File: src/rtl/alarm_clk_pkg.sv
// Shared types and constants for the alarm-clock button front end.
// Holds the button code type, button index names, control FSM state
// encoding, default timing constants and the priority-encoder helper.
package alarm_clk_pkg;

  localparam int BTN_COUNT = 4;

  typedef logic [1:0] btn_code_t;

  localparam btn_code_t BTN_SET_HOUR = 2'd0;
  localparam btn_code_t BTN_SET_MIN  = 2'd1;
  localparam btn_code_t BTN_ALARM    = 2'd2;
  localparam btn_code_t BTN_MODE     = 2'd3;

  // Default timing for a 100 MHz clock.
  localparam int DEBOUNCE_DEFAULT      = 500000;    // 5 ms
  localparam int REPEAT_DELAY_DEFAULT  = 50000000;  // 500 ms
  localparam int REPEAT_PERIOD_DEFAULT = 20000000;  // 200 ms

  typedef enum logic [1:0] {
    ST_IDLE   = 2'd0,
    ST_LOCKED = 2'd1,
    ST_HOLD   = 2'd2,
    ST_REPEAT = 2'd3
  } btn_state_t;

  // Highest index wins; losing rises are simply ignored.
  function automatic btn_code_t prio_encode(input logic [BTN_COUNT-1:0] rise);
    btn_code_t code;
    if (rise[3])      code = BTN_MODE;
    else if (rise[2]) code = BTN_ALARM;
    else if (rise[1]) code = BTN_SET_MIN;
    else              code = BTN_SET_HOUR;
    return code;
  endfunction

endpackage

File: src/rtl/btn_debounce.sv
// One-bit button conditioner: 2-FF synchroniser followed by a debounce
// counter. A level change is accepted only after DEBOUNCE_CYCLES
// consecutive clocks of disagreement between the synchronised input and
// the current stable level; any agreement restarts the count.
module btn_debounce
  import alarm_clk_pkg::*;
#(
  parameter int DEBOUNCE_CYCLES = DEBOUNCE_DEFAULT
) (
  input  logic clk,
  input  logic rst_n,
  input  logic btn_raw,
  output logic stable
);

  localparam int CNT_W = (DEBOUNCE_CYCLES > 2) ? $clog2(DEBOUNCE_CYCLES) : 1;
  localparam logic [CNT_W-1:0] CNT_LAST = CNT_W'(DEBOUNCE_CYCLES - 1);

  logic             meta_q, meta_d;
  logic             sync_q, sync_d;
  logic [CNT_W-1:0] cnt_q, cnt_d;
  logic             stable_q, stable_d;

  // Next-state for the synchroniser chain and the debounce counter.
  always_comb begin
    meta_d   = btn_raw;
    sync_d   = meta_q;
    cnt_d    = '0;
    stable_d = stable_q;
    if (sync_q != stable_q) begin
      if (cnt_q == CNT_LAST) begin
        stable_d = sync_q;
        cnt_d    = '0;
      end else begin
        cnt_d = cnt_q + CNT_W'(1);
      end
    end
  end

  // State registers; reset discards any partial debounce progress.
  always_ff @(posedge clk or negedge rst_n) begin
    if (!rst_n) begin
      meta_q   <= 1'b0;
      sync_q   <= 1'b0;
      cnt_q    <= '0;
      stable_q <= 1'b0;
    end else begin
      meta_q   <= meta_d;
      sync_q   <= sync_d;
      cnt_q    <= cnt_d;
      stable_q <= stable_d;
    end
  end

  assign stable = stable_q;

endmodule

File: src/rtl/button_encoder4x2.sv
// Four push-buttons to one debounced key event (2-bit code + 1-cycle
// valid strobe). Each button is synchronised and debounced, new presses
// are detected as rising edges of the debounced level, the highest index
// wins, and further presses are locked out until all buttons are released.
// Optional feature: define BTN_AUTOREPEAT_EN to re-emit the held winning
// button after REPEAT_DELAY clocks and then every REPEAT_PERIOD clocks.
module button_encoder4x2
  import alarm_clk_pkg::*;
#(
  parameter int DEBOUNCE_CYCLES = DEBOUNCE_DEFAULT,
  parameter int REPEAT_DELAY    = REPEAT_DELAY_DEFAULT,
  parameter int REPEAT_PERIOD   = REPEAT_PERIOD_DEFAULT
) (
  input  logic                 clk,
  input  logic                 rst_n,
  input  logic [BTN_COUNT-1:0] btn_in,
  output logic [1:0]           code,
  output logic                 valid,
  output logic [BTN_COUNT-1:0] pressed,
  output logic                 busy
);

  // Reject configurations that would break the one-cycle strobe contract.
  if (DEBOUNCE_CYCLES < 2 || REPEAT_DELAY < 1 || REPEAT_PERIOD < 2) begin : g_param_check
    $error("button_encoder4x2: DEBOUNCE_CYCLES>=2, REPEAT_DELAY>=1, REPEAT_PERIOD>=2 required");
  end

  logic [BTN_COUNT-1:0] stable;
  logic [BTN_COUNT-1:0] stable_dly_q, stable_dly_d;
  logic [BTN_COUNT-1:0] rise;

  btn_state_t state_q, state_d;
  btn_code_t  code_q, code_d;
  logic       valid_q, valid_d;
  logic       busy_q, busy_d;

`ifdef BTN_AUTOREPEAT_EN
  localparam int HOLD_MAX = (REPEAT_DELAY > REPEAT_PERIOD) ? REPEAT_DELAY : REPEAT_PERIOD;
  localparam int HOLD_W   = (HOLD_MAX > 2) ? $clog2(HOLD_MAX) : 1;
  localparam logic [HOLD_W-1:0] DELAY_LAST  = HOLD_W'(REPEAT_DELAY - 1);
  localparam logic [HOLD_W-1:0] PERIOD_LAST = HOLD_W'(REPEAT_PERIOD - 1);

  logic [HOLD_W-1:0] hold_cnt_q, hold_cnt_d;
`endif

  for (genvar i = 0; i < BTN_COUNT; i++) begin : g_btn
    btn_debounce #(
      .DEBOUNCE_CYCLES(DEBOUNCE_CYCLES)
    ) u_debounce (
      .clk    (clk),
      .rst_n  (rst_n),
      .btn_raw(btn_in[i]),
      .stable (stable[i])
    );
  end

  assign rise = stable & ~stable_dly_q;

  // Control FSM next-state: accept one press, then lock out until release.
  always_comb begin
    stable_dly_d = stable;
    state_d      = state_q;
    code_d       = code_q;
    valid_d      = 1'b0;
    busy_d       = busy_q;
`ifdef BTN_AUTOREPEAT_EN
    hold_cnt_d   = '0;
`endif
    case (state_q)
      ST_IDLE: begin
        if (|rise) begin
          code_d  = prio_encode(rise);
          valid_d = 1'b1;
          busy_d  = 1'b1;
`ifdef BTN_AUTOREPEAT_EN
          state_d = ST_HOLD;
`else
          state_d = ST_LOCKED;
`endif
        end
      end
      ST_LOCKED: begin
        if (stable == '0) begin
          state_d = ST_IDLE;
          busy_d  = 1'b0;
        end
      end
`ifdef BTN_AUTOREPEAT_EN
      ST_HOLD, ST_REPEAT: begin
        if (!stable[code_q]) begin
          // Winner released: finish immediately if nothing else is held,
          // otherwise wait without repeats.
          if (stable == '0) begin
            state_d = ST_IDLE;
            busy_d  = 1'b0;
          end else begin
            state_d = ST_LOCKED;
          end
        end else if (hold_cnt_q == ((state_q == ST_HOLD) ? DELAY_LAST : PERIOD_LAST)) begin
          valid_d = 1'b1;
          state_d = ST_REPEAT;
        end else begin
          hold_cnt_d = hold_cnt_q + HOLD_W'(1);
        end
      end
`endif
      default: begin
        state_d = ST_IDLE;
        busy_d  = 1'b0;
      end
    endcase
  end

  // FSM and registered outputs; reset drops all progress and strobes.
  always_ff @(posedge clk or negedge rst_n) begin
    if (!rst_n) begin
      stable_dly_q <= '0;
      state_q      <= ST_IDLE;
      code_q       <= BTN_SET_HOUR;
      valid_q      <= 1'b0;
      busy_q       <= 1'b0;
`ifdef BTN_AUTOREPEAT_EN
      hold_cnt_q   <= '0;
`endif
    end else begin
      stable_dly_q <= stable_dly_d;
      state_q      <= state_d;
      code_q       <= code_d;
      valid_q      <= valid_d;
      busy_q       <= busy_d;
`ifdef BTN_AUTOREPEAT_EN
      hold_cnt_q   <= hold_cnt_d;
`endif
    end
  end

  assign code    = code_q;
  assign valid   = valid_q;
  assign busy    = busy_q;
  assign pressed = stable;

endmodule
File: config.mk
export PLATFORM = sky130hd
export DESIGN_NAME = button_encoder4x2
export DESIGN_NICKNAME = d
export VERILOG_FILES = /design/src/rtl/alarm_clk_pkg.sv /design/src/rtl/btn_debounce.sv /design/src/rtl/button_encoder4x2.sv
export SDC_FILE = /design/constraint.sdc
export NUM_CORES = 1
export LEC_CHECK = 0
export ABC_AREA = 1
export CAP_MARGIN = 20
export CORE_MARGIN = 10
export CORE_UTILIZATION = 45
export DETAILED_ROUTE_END_ITERATION = 12
export SLEW_MARGIN = 10
export SYNTH_ARGS = -nofsm -noshare
export SYNTH_HDL_FRONTEND = slang
export SYNTH_SLANG_ARGS = --single-unit
File: constraint.sdc
create_clock -name clk -period 1.8 [get_ports clk]
set_input_delay 0.27 -clock clk [delete_from_list [all_inputs] [get_ports clk]]
set_output_delay 0.27 -clock clk [all_outputs]
set_load 0.005 [all_outputs]
Yosys cells after proc, flatten, opt, wreduce, memory -nomap -nowiden
Cells that the tools add are included.

Eq/ne operators: 11. Bitwise operators: 2. $add $sub $neg: 4. Reductions and logical operators: 9. Multiplexer cells: 19.

Operator list (count): $mux W19 (8); $add A19 B1 Y19 const B (4); $eq A19 B19 Y1 const B (4); $reduce_and A2 Y1 (6); $mux W2 (4); $mux W1 (5); $and A4 B4 Y4 (1); $logic_not A4 Y1 (1); $ne A1 B1 Y1 (4); $ne A2 B2 Y1 const B (2); $not A4 Y4 (1); $pmux W2 S2 (1); $reduce_or A4 Y1 (1); $eq A2 B1 Y1 const B (1); $logic_not A2 Y1 (1); $pmux W1 S2 (1).

Logic and storage cells: 66. Register bits: 98. Output and inout bits: 8. Input bits: 6.

Depth between registers and ports, before layout
Gate-level depths: netlist (run 1).

Depth after elaboration: 5. Mapped depth: 9. Gate-level depth less buffers: 9.

Modules after synthesis
A second synthesis (run 1) with hierarchy kept.

Cells, all modules: 622. Area, all modules: 5073.6 sq um.

Modules (own cells, without submodules): btn_debounce (cells each 147, area each 1191.1 sq um, times used 4, sequential area each 550.5 sq um); button_encoder4x2 (cells each 34, area each 309.0 sq um, times used 1, sequential area each 200.2 sq um).

Least setup slack after synthesis (run 1)
OpenSTA, ideal clock, no wires.

Path type: register to register. Start: reg g_btn[3].u_debounce.cnt_q[0]. End: reg g_btn[3].u_debounce.cnt_q[5]. Path slack: 537 ps. Arrival: 1140 ps. Cell stages (with the launch flop): 9. Clock period less this slack: 1263 ps. Data required time: 1677 ps. Buffers on the path: 0. Library setup time: 123 ps. Cell sequence: dfrtp_1 > ha_1 > nand2_1 > inv_1 > nand2_1 > nor2_1 > nand2_1 > nand2_1 > nor2_1.

Longest elaborated chain between the ends: 3. Elaborated cells between the ends (all ways): 4. Classes of those cells: add/sub (1); eq/ne (1); mux (2).

Ends and longest elaborated chain: from (decl) (RTL line btn_debounce.sv:21) `logic [CNT_W-1:0] cnt_q, cnt_d;`; from (signal assigned) (RTL line btn_debounce.sv:50) `cnt_q <= cnt_d;`; $add A19 B1 Y19 or $eq A19 B19 Y1 (tied branches) (RTL line btn_debounce.sv:35, btn_debounce.sv:31); $mux W19 * (RTL line btn_debounce.sv:31) `if (cnt_q == CNT_LAST) begin`; $mux W19 * (RTL line btn_debounce.sv:30) `if (sync_q != stable_q) begin`; via g_btn[3].u_debounce.cnt_d[5] (RTL line btn_debounce.sv:21).

The timed path passes the listed nets; every way through them passes the cells marked *. A chain may end at the register's enable or synchronous reset.

Worst setup path in the final report (run 1)
Start: reg g_btn[3].u_debounce.stable_q. End: out pressed[3].

RTL lines: from (decl) (RTL line btn_debounce.sv:22) `logic stable_q, stable_d;`; from (signal assigned) (RTL line btn_debounce.sv:51) `stable_q <= stable_d;`; to (decl) (RTL line button_encoder4x2.sv:19) `output logic [BTN_COUNT-1:0] pressed,`.

No word-level cell between the ends.

==> report_table.html, run 1 <==
<table>
<tr><th>Metric</th><th>Value</th></tr>
<tr><th colspan="2">Global routing</th></tr>
<tr><td>Total congestion overflow after global routing</td><td>0</td></tr>
<tr><td>Number of antenna violations at the first check in global routing</td><td>0</td></tr>
<tr><td>GR Util All Layers</td><td>13.4%</td></tr>
<tr><td>Met2 capacity usage during global routing</td><td>20.5%</td></tr>
<tr><td>Pin count of the biggest net entering global routing</td><td>41</td></tr>
<tr><td>Number of global-route vias before repair</td><td>3891</td></tr>
<tr><td>Met1 usage</td><td>18.0%</td></tr>
<tr><td>First-pass GRT wire length</td><td>18.0 mm</td></tr>
<tr><td>Met3 demand-to-capacity share in global routing</td><td>2.58%</td></tr>
<tr><td>Most crowded layer after global routing</td><td>met2</td></tr>
<tr><th colspan="2">Run status</th></tr>
<tr><td>Status</td><td>completed</td></tr>
<tr><th colspan="2">Placement</th></tr>
<tr><td>Port buffer count</td><td>13</td></tr>
<tr><td>Final weighted congestion in routability-driven placement</td><td>0.903</td></tr>
<tr><td>Placed cell count</td><td>823</td></tr>
<tr><td>DP HPWL</td><td>7.61 mm</td></tr>
<tr><th colspan="2">Die</th></tr>
<tr><td>Horizontal extent of the die</td><td>127 microns</td></tr>
<tr><td>Effective utilization at floorplan</td><td>46.6%</td></tr>
<tr><td>Floorplan die area</td><td>16100 sq um</td></tr>
<tr><td>Total number of placement rows</td><td>38</td></tr>
<tr><td>Vertical die dimension</td><td>127 microns</td></tr>
<tr><td>Core area</td><td>11000 sq um</td></tr>
<tr><td>Top Ports</td><td>14</td></tr>
<tr><th colspan="2">Power</th></tr>
<tr><td>Leakage power of the design</td><td>2.62 nW</td></tr>
<tr><td>Highest ir drop seen on vdd</td><td>0.454 mV</td></tr>
<tr><td>Final total power</td><td>4.46 mW</td></tr>
<tr><td>Power per Cell Area</td><td>774 nW/um^2</td></tr>
<tr><th colspan="2">Timing</th></tr>
<tr><td>Final cycle utilization of the critical path</td><td>92.0%</td></tr>
<tr><td>Slew at the pin closest to its max-slew limit</td><td>435 ps</td></tr>
<tr><td>Normalized max-slew margin</td><td>71.0%</td></tr>
<tr><td>WHS</td><td>331 ps</td></tr>
<tr><td>Final TNS setup</td><td>0 ps</td></tr>
<tr><td>Final setup vio count</td><td>0</td></tr>
<tr><td>Max-slew violation total from the final report</td><td>0</td></tr>
<tr><td>Max frequency</td><td>604 MHz</td></tr>
<tr><td>RSZ-0062 raised after global routing</td><td>no</td></tr>
<tr><td>Final period demand of the worst path</td><td>1660 ps</td></tr>
<tr><td>Hold Violations, Final</td><td>0</td></tr>
<tr><td>Clock skew after layout</td><td>10.4 ps</td></tr>
<tr><th colspan="2">Clocking</th></tr>
<tr><td>Cell chosen for the clock root</td><td>sky130_fd_sc_hd__clkbuf_16</td></tr>
<tr><td>TritonCTS clock tree</td><td>done</td></tr>
<tr><td>Clock-pin slew reported for the worst setup and hold paths after clock tree synthesis</td><td>70 ps</td></tr>
<tr><td>H-tree levels</td><td>3</td></tr>
<tr><td>Clk buf depth</td><td>2</td></tr>
<tr><td>Clock buffers created by TritonCTS</td><td>9</td></tr>
<tr><td>Insertion delay to the later sink of the worst-skew pair</td><td>350 ps</td></tr>
<tr><td>Post CTS Setup Buffer Count</td><td>0</td></tr>
<tr><td>Post-CTS Resized</td><td>0</td></tr>
<tr><td>Total clock sinks</td><td>96</td></tr>
<tr><th colspan="2">Critical path</th></tr>
<tr><td>Critical path, cell by cell</td><td>clkdlybuf4s50_1</td></tr>
<tr><td>Top delay family on crit path</td><td>buffers and inverters</td></tr>
<tr><td>Data arrival at the endpoint of the critical path</td><td>1390 ps</td></tr>
<tr><td>Slowest cell on the critical path</td><td>sky130_fd_sc_hd__clkdlybuf4s50_1</td></tr>
<tr><td>Crit Path Class</td><td>reg -&gt; out</td></tr>
<tr><td>Required time of the critical path</td><td>1530 ps</td></tr>
<tr><td>Startpoint type of the worst setup path</td><td>flip-flop</td></tr>
<tr><td>Maximum fanout along the worst path</td><td>5</td></tr>
<tr><td>FF-to-FF path depth</td><td>8</td></tr>
<tr><td>Slowest cell delay on critical path</td><td>580 ps</td></tr>
<tr><td>Sort of element at the end of the critical path</td><td>output port</td></tr>
<tr><td>Buf/Inv on CP</td><td>1</td></tr>
<tr><td>Cell count along the critical path</td><td>1</td></tr>
<tr><th colspan="2">Synthesis</th></tr>
<tr><td>Number of distinct standard cells referenced by the synthesized netlist</td><td>28</td></tr>
<tr><td>Synthesized-area fraction occupied by ao, oa, aoi and oai cells</td><td>2.80%</td></tr>
<tr><td>Mapped Cells</td><td>675</td></tr>
<tr><td>Total nets after synthesis</td><td>685</td></tr>
<tr><td>Avg Inst Size Synth</td><td>7.61 sq um</td></tr>
<tr><td>Share of synthesized area spent on multiplexers</td><td>0%</td></tr>
<tr><td>Adder and majority cell fraction of the synthesized area</td><td>0.974%</td></tr>
<tr><td>Dominant combinational cell family by area after synthesis</td><td>simple AND/OR/NAND/NOR gates</td></tr>
<tr><td>Synthesis Warnings</td><td>0</td></tr>
<tr><td>Post-Synth Simple-Gate Area</td><td>35.8%</td></tr>
<tr><td>Cell area after synthesis</td><td>5140 sq um</td></tr>
<tr><td>Seq cells post-synth</td><td>96</td></tr>
<tr><td>Xor/xnor share of the synthesized area</td><td>6.97%</td></tr>
<tr><td>Sequential area share after synthesis</td><td>46.8%</td></tr>
<tr><th colspan="2">Routing</th></tr>
<tr><td>Detailed router's first-iteration violation count</td><td>307</td></tr>
<tr><td>Via count</td><td>3990</td></tr>
<tr><td>Drt via density</td><td>4.75</td></tr>
<tr><td>DRC Markers</td><td>0</td></tr>
<tr><td>Total Wirelength</td><td>10.3 mm</td></tr>
<tr><td>Routed len/inst</td><td>12.2 microns</td></tr>
<tr><td>Final ANT Viol Nets</td><td>0</td></tr>
<tr><td>Number of iterations in the first detailed-routing pass</td><td>4</td></tr>
<tr><th colspan="2">Cells and area</th></tr>
<tr><td>Share of layout cells above drive strength 1</td><td>7.57%</td></tr>
<tr><td>Final-layout fill cell count</td><td>1060</td></tr>
<tr><td>Most common cell after layout, fill and taps aside</td><td>sky130_fd_sc_hd__nor2_1</td></tr>
<tr><td>Antenna diode count</td><td>0</td></tr>
<tr><td>Final #Nets</td><td>705</td></tr>
<tr><td>Syn-to-layout area delta</td><td>12.2%</td></tr>
<tr><td>Commonest cells after routing, fill and taps aside</td><td>179 x sky130_fd_sc_hd__nor2_1, 146 x sky130_fd_sc_hd__nand2_1, 96 x sky130_fd_sc_hd__dfrtp_1</td></tr>
<tr><td>Final non-filler cell total</td><td>840</td></tr>
<tr><th colspan="2">Job</th></tr>
<tr><td>Number of maximum-capacitance constraint violations</td><td>0</td></tr>
<tr><th colspan="2">Hold path</th></tr>
<tr><td>Class of the tightest hold or removal check</td><td>in -&gt; async</td></tr>
</table>
-- metal layers --
layer / share of wire (%) / routed length (microns) / up-vias
met3: 2.3 / 236 / 14
met5: 0 / 0 / -
li1: - / - / 2116
met1: 51 / 5250 / 1822
met2: 45 / 4600 / 38
met4: 1.6 / 163 / 0
-- cell families after synthesis --
family	count (synthesis)
xor gates and xnor gates	40
DFF	96
buffers and inverters	85
and+or+nand+nor	425
adders and majority gates	4
AOI/OAI and AO/OA	25
-- report_power, final --
part	total (mW)	switching (mW)	internal, mW
Clock	2.11	0.847	1.26
Sequential	2.21	0.0199	2.19
Combinational	0.146	0.0999	0.0462
-- cell usage after synthesis --
cell                       instances  area share (%)
sky130_fd_sc_hd__nor2_1          179              13
sky130_fd_sc_hd__nand2_1         146              11
sky130_fd_sc_hd__dfrtp_1          96              47
sky130_fd_sc_hd__inv_1            74             5.4
sky130_fd_sc_hd__nand3_1          49             4.8
sky130_fd_sc_hd__xor2_1           28             4.8
sky130_fd_sc_hd__a21oi_1          11             1.1
sky130_fd_sc_hd__xnor2_1          11             1.9
sky130_fd_sc_hd__nand2_2           9             1.1
sky130_fd_sc_hd__nor2_2            9             1.1
sky130_fd_sc_hd__nor2_4            8             1.8
sky130_fd_sc_hd__buf_4             6            0.88
sky130_fd_sc_hd__nand4_1           6            0.73
sky130_fd_sc_hd__o21ai_0           6            0.58
sky130_fd_sc_hd__o21bai_1          6            0.88
sky130_fd_sc_hd__nor3_1            5            0.49
sky130_fd_sc_hd__nor3b_1           5            0.73
sky130_fd_sc_hd__and2_1            4            0.49
sky130_fd_sc_hd__buf_2             4            0.39
sky130_fd_sc_hd__ha_1              4            0.97
sky130_fd_sc_hd__nand3b_1          2            0.29
sky130_fd_sc_hd__a21oi_2           1            0.17
sky130_fd_sc_hd__inv_2             1           0.073
sky130_fd_sc_hd__nand3_2           1            0.19
sky130_fd_sc_hd__nor3b_2           1            0.24
sky130_fd_sc_hd__nor4_1            1            0.12
sky130_fd_sc_hd__o21ai_1           1           0.097
sky130_fd_sc_hd__xnor2_2           1            0.32
-- flip-flops by register name, indices dropped and copies added (netlist names) --
name,cells
g_btn.u_debounce.cnt_q,76
g_btn.u_debounce.meta_q,4
g_btn.u_debounce.stable,4
g_btn.u_debounce.sync_q,4
stable_dly_q,4
code,2
busy,1
valid,1
-- path summary, 6_finish.rpt --
check / from / slack, ps / to
min: rst_n / 330 / g_btn[0].u_debounce.cnt_q[6]
max: g_btn[3].u_debounce.stable / 140 / pressed[3]
max in group asynchronous: rst_n / 900 / g_btn[2].u_debounce.cnt_q[15]
min in group clk: g_btn[1].u_debounce.meta_q / 340 / g_btn[1].u_debounce.sync_q
max reg2reg: g_btn[3].u_debounce.cnt_q[0] / 330 / g_btn[3].u_debounce.cnt_q[5]
min reg2reg: g_btn[1].u_debounce.meta_q / 340 / g_btn[1].u_debounce.sync_q
-- layout make-up --
class	count	area (sq um)	area share (%)
flip-flops and latches	96	2400	41.7
multi-input cells	494	2390	41.4
inverters	75	282	4.88
clock buffers	10	239	4.15
repair buffers	19	188	3.26
well taps	140	175	3.04
clock inverters	6	90.1	1.56
-- worst reg2reg max path: cells and delay by family (launching register included) --
kind	cells	cell delay [ps]
buffers and inverters	1	100
AND/OR/NAND/NOR	6	720
adder cells (fa/ha/maj)	1	170
flip-flops	1	370
-- what timing repair did --
item	CTS	global route
endpoints found under the hold margin	13	0
hold buffers	1	0
endpoints found under the setup margin	0	0
-- stage by stage --
step	cell area (sq um)	utilization [%]	setup slack, ps
detailed placement	5430	49.2	331
global placement	5430	49.2	363
CTS	5760	52.3	96.2
floorplan	5140	-	537
global route	5760	52.3	61.5
finish	5760	52.3	144
Note: power is estimated with default switching activity, not from simulation.
==> run 2: changes to the inputs <==
- SLEW_MARGIN: 10 -> default
==> results of run 2 <==
Same layout as run 1: the final DEF is identical, and so are final timing and power.
==> run 3: changes to the inputs <==
- clock period: 1.8 -> 1.3 ns (I/O delays scaled with it)
==> run 3 against run 2 <==
  * The run now ends with setup timing left
  * Via count grew 11%
  * Final cell count grew 8.6%
  * Die area stayed put
  * Global-route usage is 1.4 points higher
  * Sequential power up 39%
  * Cell area grew 19%
  * Register-to-register slack worse by 390 ps
  * Routed wire length is 17% higher
  * Power is 41% higher
  * Sequential share of layout area down 6.4 points
  * Critical path type is now reg -> reg
==> report_table.html, run 3 (synthesized netlist as in run 1, its figures left out) <==
<table>
<tr><th>Metric</th><th>Value</th></tr>
<tr><th colspan="2">Die</th></tr>
<tr><td>Vertical die dimension</td><td>127 microns (unchanged)</td></tr>
<tr><td>Top Ports</td><td>14 (unchanged)</td></tr>
<tr><td>Horizontal extent of the die</td><td>127 microns (unchanged)</td></tr>
<tr><td>Core area</td><td>11000 sq um (unchanged)</td></tr>
<tr><td>Floorplan die area</td><td>16100 sq um (unchanged)</td></tr>
<tr><td>Effective utilization at floorplan</td><td>46.6% (unchanged)</td></tr>
<tr><td>Total number of placement rows</td><td>38 (unchanged)</td></tr>
<tr><th colspan="2">Critical path</th></tr>
<tr><td>Worst R2R Setup Slack</td><td>-60 ps (-390 ps)</td></tr>
<tr><td>Crit Path Class</td><td>reg -&gt; reg</td></tr>
<tr><td>Data arrival at the endpoint of the critical path</td><td>1650 ps (+260 ps)</td></tr>
<tr><td>Required time of the critical path</td><td>1590 ps (+60 ps)</td></tr>
<tr><td>Sort of element at the end of the critical path</td><td>flip-flop</td></tr>
<tr><td>Slowest cell delay on critical path</td><td>410 ps (-170 ps)</td></tr>
<tr><td>RR Endpoint</td><td>g_btn[1].u_debounce.cnt_q[14]</td></tr>
<tr><td>Worst r2r src</td><td>g_btn[1].u_debounce.cnt_q[0]</td></tr>
<tr><td>Buf/Inv on CP</td><td>0 (-1)</td></tr>
<tr><td>Top delay family on crit path</td><td>simple AND/OR/NAND/NOR gates</td></tr>
<tr><td>Slowest cell on the critical path</td><td>sky130_fd_sc_hd__dfrtp_1</td></tr>
<tr><td>FF-to-FF path depth</td><td>7 (-1)</td></tr>
<tr><td>Cell count along the critical path</td><td>7 (+6)</td></tr>
<tr><td>Maximum fanout along the worst path</td><td>4 (-1)</td></tr>
<tr><td>Critical path, cell by cell</td><td>ha_4 -&gt; nand2_4 -&gt; nor2_4 -&gt; nand3_2 -&gt; o21ai_1 -&gt; nand2_1 -&gt; nor2_1</td></tr>
<tr><td>Startpoint type of the worst setup path</td><td>flip-flop</td></tr>
<tr><th colspan="2">Placement</th></tr>
<tr><td>Final weighted congestion in routability-driven placement</td><td>0.878 (-2.7%)</td></tr>
<tr><td>Port buffer count</td><td>13 (unchanged)</td></tr>
<tr><td>Placed cell count</td><td>867 (+5.3%)</td></tr>
<tr><td>Worst slack, placed</td><td>-126 ps (-457 ps)</td></tr>
<tr><td>DP HPWL</td><td>8.14 mm (+6.9%)</td></tr>
<tr><th colspan="2">Cells and area</th></tr>
<tr><td>Final-layout fill cell count</td><td>950 (-10%)</td></tr>
<tr><td>Most common cell after layout, fill and taps aside</td><td>sky130_fd_sc_hd__nor2_1</td></tr>
<tr><td>Final non-filler cell total</td><td>912 (+8.6%)</td></tr>
<tr><td>Max reg flops</td><td>76 (unchanged)</td></tr>
<tr><td>Final #Nets</td><td>777 (+10%)</td></tr>
<tr><td>Share of layout cells above drive strength 1</td><td>30.7% (+23 points)</td></tr>
<tr><td>Register with the most flip-flops</td><td>g_btn.u_debounce.cnt_q</td></tr>
<tr><td>Commonest cells after routing, fill and taps aside</td><td>154 x sky130_fd_sc_hd__nor2_1, 118 x sky130_fd_sc_hd__nand2_1, 80 x sky130_fd_sc_hd__dfrtp_1</td></tr>
<tr><td>Antenna diode count</td><td>0 (unchanged)</td></tr>
<tr><td>Syn-to-layout area delta</td><td>33.5%</td></tr>
<tr><th colspan="2">Clocking</th></tr>
<tr><td>Clock buffers created by TritonCTS</td><td>9 (unchanged)</td></tr>
<tr><td>H-tree levels</td><td>3 (unchanged)</td></tr>
<tr><td>Total clock sinks</td><td>96 (unchanged)</td></tr>
<tr><td>Insertion delay to the later sink of the worst-skew pair</td><td>350 ps (about the same)</td></tr>
<tr><td>Cell chosen for the clock root</td><td>sky130_fd_sc_hd__clkbuf_16</td></tr>
<tr><td>Clock-pin slew reported for the worst setup and hold paths after clock tree synthesis</td><td>70 ps (about the same)</td></tr>
<tr><td>TritonCTS clock tree</td><td>done</td></tr>
<tr><td>Clk buf depth</td><td>2 (unchanged)</td></tr>
<tr><th colspan="2">Power</th></tr>
<tr><td>Leakage power of the design</td><td>3.17 nW (+21%)</td></tr>
<tr><td>Final total power</td><td>6.28 mW (+41%)</td></tr>
<tr><td>Highest ir drop seen on vdd</td><td>1.48 mV (+230%)</td></tr>
<tr><td>Power per Cell Area</td><td>916 nW/um^2 (+18%)</td></tr>
<tr><th colspan="2">Global routing</th></tr>
<tr><td>GR Util All Layers</td><td>14.8% (+1.4 points)</td></tr>
<tr><td>Pin count of the biggest net entering global routing</td><td>43 (+4.9%)</td></tr>
<tr><td>First-pass GRT wire length</td><td>19.8 mm (+10%)</td></tr>
<tr><td>Total congestion overflow after global routing</td><td>0 (unchanged)</td></tr>
<tr><td>Number of antenna violations at the first check in global routing</td><td>0 (unchanged)</td></tr>
<tr><td>Number of global-route vias before repair</td><td>4322 (+11%)</td></tr>
<tr><th colspan="2">Routing</th></tr>
<tr><td>Number of iterations in the first detailed-routing pass</td><td>5 (+1)</td></tr>
<tr><td>Total Wirelength</td><td>12.0 mm (+17%)</td></tr>
<tr><td>Drt via density</td><td>4.85 (+2.1%)</td></tr>
<tr><td>Routed len/inst</td><td>13.2 microns (+7.8%)</td></tr>
<tr><td>Via count</td><td>4422 (+11%)</td></tr>
<tr><td>Final ANT Viol Nets</td><td>0 (unchanged)</td></tr>
<tr><td>DRC Markers</td><td>0 (unchanged)</td></tr>
<tr><td>Detailed router's first-iteration violation count</td><td>240 (-22%)</td></tr>
<tr><th colspan="2">Timing</th></tr>
<tr><td>Hold Violations, Final</td><td>0 (unchanged)</td></tr>
<tr><td>Max frequency</td><td>734 MHz</td></tr>
<tr><td>Normalized max-slew margin</td><td>79.2% (+8.2 points)</td></tr>
<tr><td>Setup WS post-layout</td><td>-62.4 ps (-206 ps)</td></tr>
<tr><td>Final cycle utilization of the critical path</td><td>105%</td></tr>
<tr><td>Max-slew violation total from the final report</td><td>0 (unchanged)</td></tr>
<tr><td>Clock skew after layout</td><td>5.79 ps (-4.62 ps)</td></tr>
<tr><td>RSZ-0062 raised after global routing</td><td>yes</td></tr>
<tr><td>Slew at the pin closest to its max-slew limit</td><td>312 ps (-123 ps)</td></tr>
<tr><td>Final period demand of the worst path</td><td>1360 ps</td></tr>
<tr><td>Final setup vio count</td><td>12 (+12)</td></tr>
<tr><th colspan="2">Hold path</th></tr>
<tr><td>Class of the tightest hold or removal check</td><td>in -&gt; async</td></tr>
<tr><th colspan="2">Job</th></tr>
<tr><td>Number of maximum-capacitance constraint violations</td><td>0 (unchanged)</td></tr>
<tr><th colspan="2">Run status</th></tr>
<tr><td>Violated checks</td><td>setup timing</td></tr>
<tr><td>Status</td><td>finished with violations</td></tr>
</table>
## run 3: changes by cell type in the layout (fill, tap and decap cells not counted), moves of 15 or more
cell,before,now
sky130_fd_sc_hd__dfrtp_2,0,16
sky130_fd_sc_hd__nand3_1,49,30
sky130_fd_sc_hd__nand3_2,1,16
sky130_fd_sc_hd__buf_4,5,70
sky130_fd_sc_hd__dfrtp_1,96,80
sky130_fd_sc_hd__nor2_1,179,154
sky130_fd_sc_hd__nand2_1,146,118
## run 3: final cells by class
type | count | area, sq um | share of cell area, %
multi-input combinational | 494 | 2900 | 42.3
clock buffer | 11 | 243 | 3.54
clock inverter | 5 | 80.1 | 1.17
timing repair buffer | 91 | 753 | 11.0
sequential | 96 | 2420 | 35.3
tap | 140 | 175 | 2.55
inverter | 75 | 284 | 4.14
## run 3: layer usage
| layer | wire length (microns) | part of all wire [%] | global-route usage, % |
|---|---|---|---|
| met2 | 6040 | 50 | 24.8 |
| met3 | 470 | 3.9 | 3.33 |
| met5 | 0 | 0 | 0 |
| met4 | 210 | 1.8 | 4.69 |
| met1 | 5280 | 44 | 18.5 |
## run 3: worst max path at each step
stage / endpoint / startpoint / slack (ps)
after floorplan: g_btn[3].u_debounce.cnt_q[5] / g_btn[3].u_debounce.cnt_q[0] / 40
after global placement: g_btn[3].u_debounce.cnt_q[5] / g_btn[3].u_debounce.cnt_q[0] / -70
after detailed placement: g_btn[3].u_debounce.cnt_q[5] / g_btn[3].u_debounce.cnt_q[0] / -130
after CTS: g_btn[1].u_debounce.cnt_q[18] / g_btn[1].u_debounce.cnt_q[1] / -20
after global routing: g_btn[1].u_debounce.cnt_q[14] / g_btn[1].u_debounce.cnt_q[0] / -150
final: g_btn[1].u_debounce.cnt_q[14] / g_btn[1].u_debounce.cnt_q[0] / -60
## run 3: what timing repair did
item	4_1_cts	5_1_grt
pin swaps	25	36
hold endpoints to repair	18	0
resized for setup	73	94
hold buffers	1	0
buffers inserted	8	20
setup endpoints to repair	55	72
## run 3: through the flow
stage	area [sq um]	TNS (ps)	util (%)	hold slack (ps)
6_report	6860	-236	62.2	276
5_1_grt	6860	-3270	62.2	280
2_1_floorplan	5140	0	-	-101
3_3_place_gp	5770	-726	52.3	108
3_5_place_dp	5770	-1820	52.3	110
4_1_cts	6370	-29.7	57.8	268
## run 3: worst register-to-register path, delay by kind of cell (launching register included)
family                   cells  cell delay, ps
AO/OA/AOI/OAI                1             160
adder cells (fa/ha/maj)      1             190
flip-flops                   1             410
AND/OR/NAND/NOR              5             540
## run 3: report_power, final
| group | total, mW | internal (mW) | switching (mW) |
|---|---|---|---|
| registers | 3.07 | 3.03 | 0.0424 |
| clock network | 2.90 | 1.74 | 1.16 |
| logic | 0.315 | 0.135 | 0.180 |
| total | 6.28 | 4.90 | 1.38 |
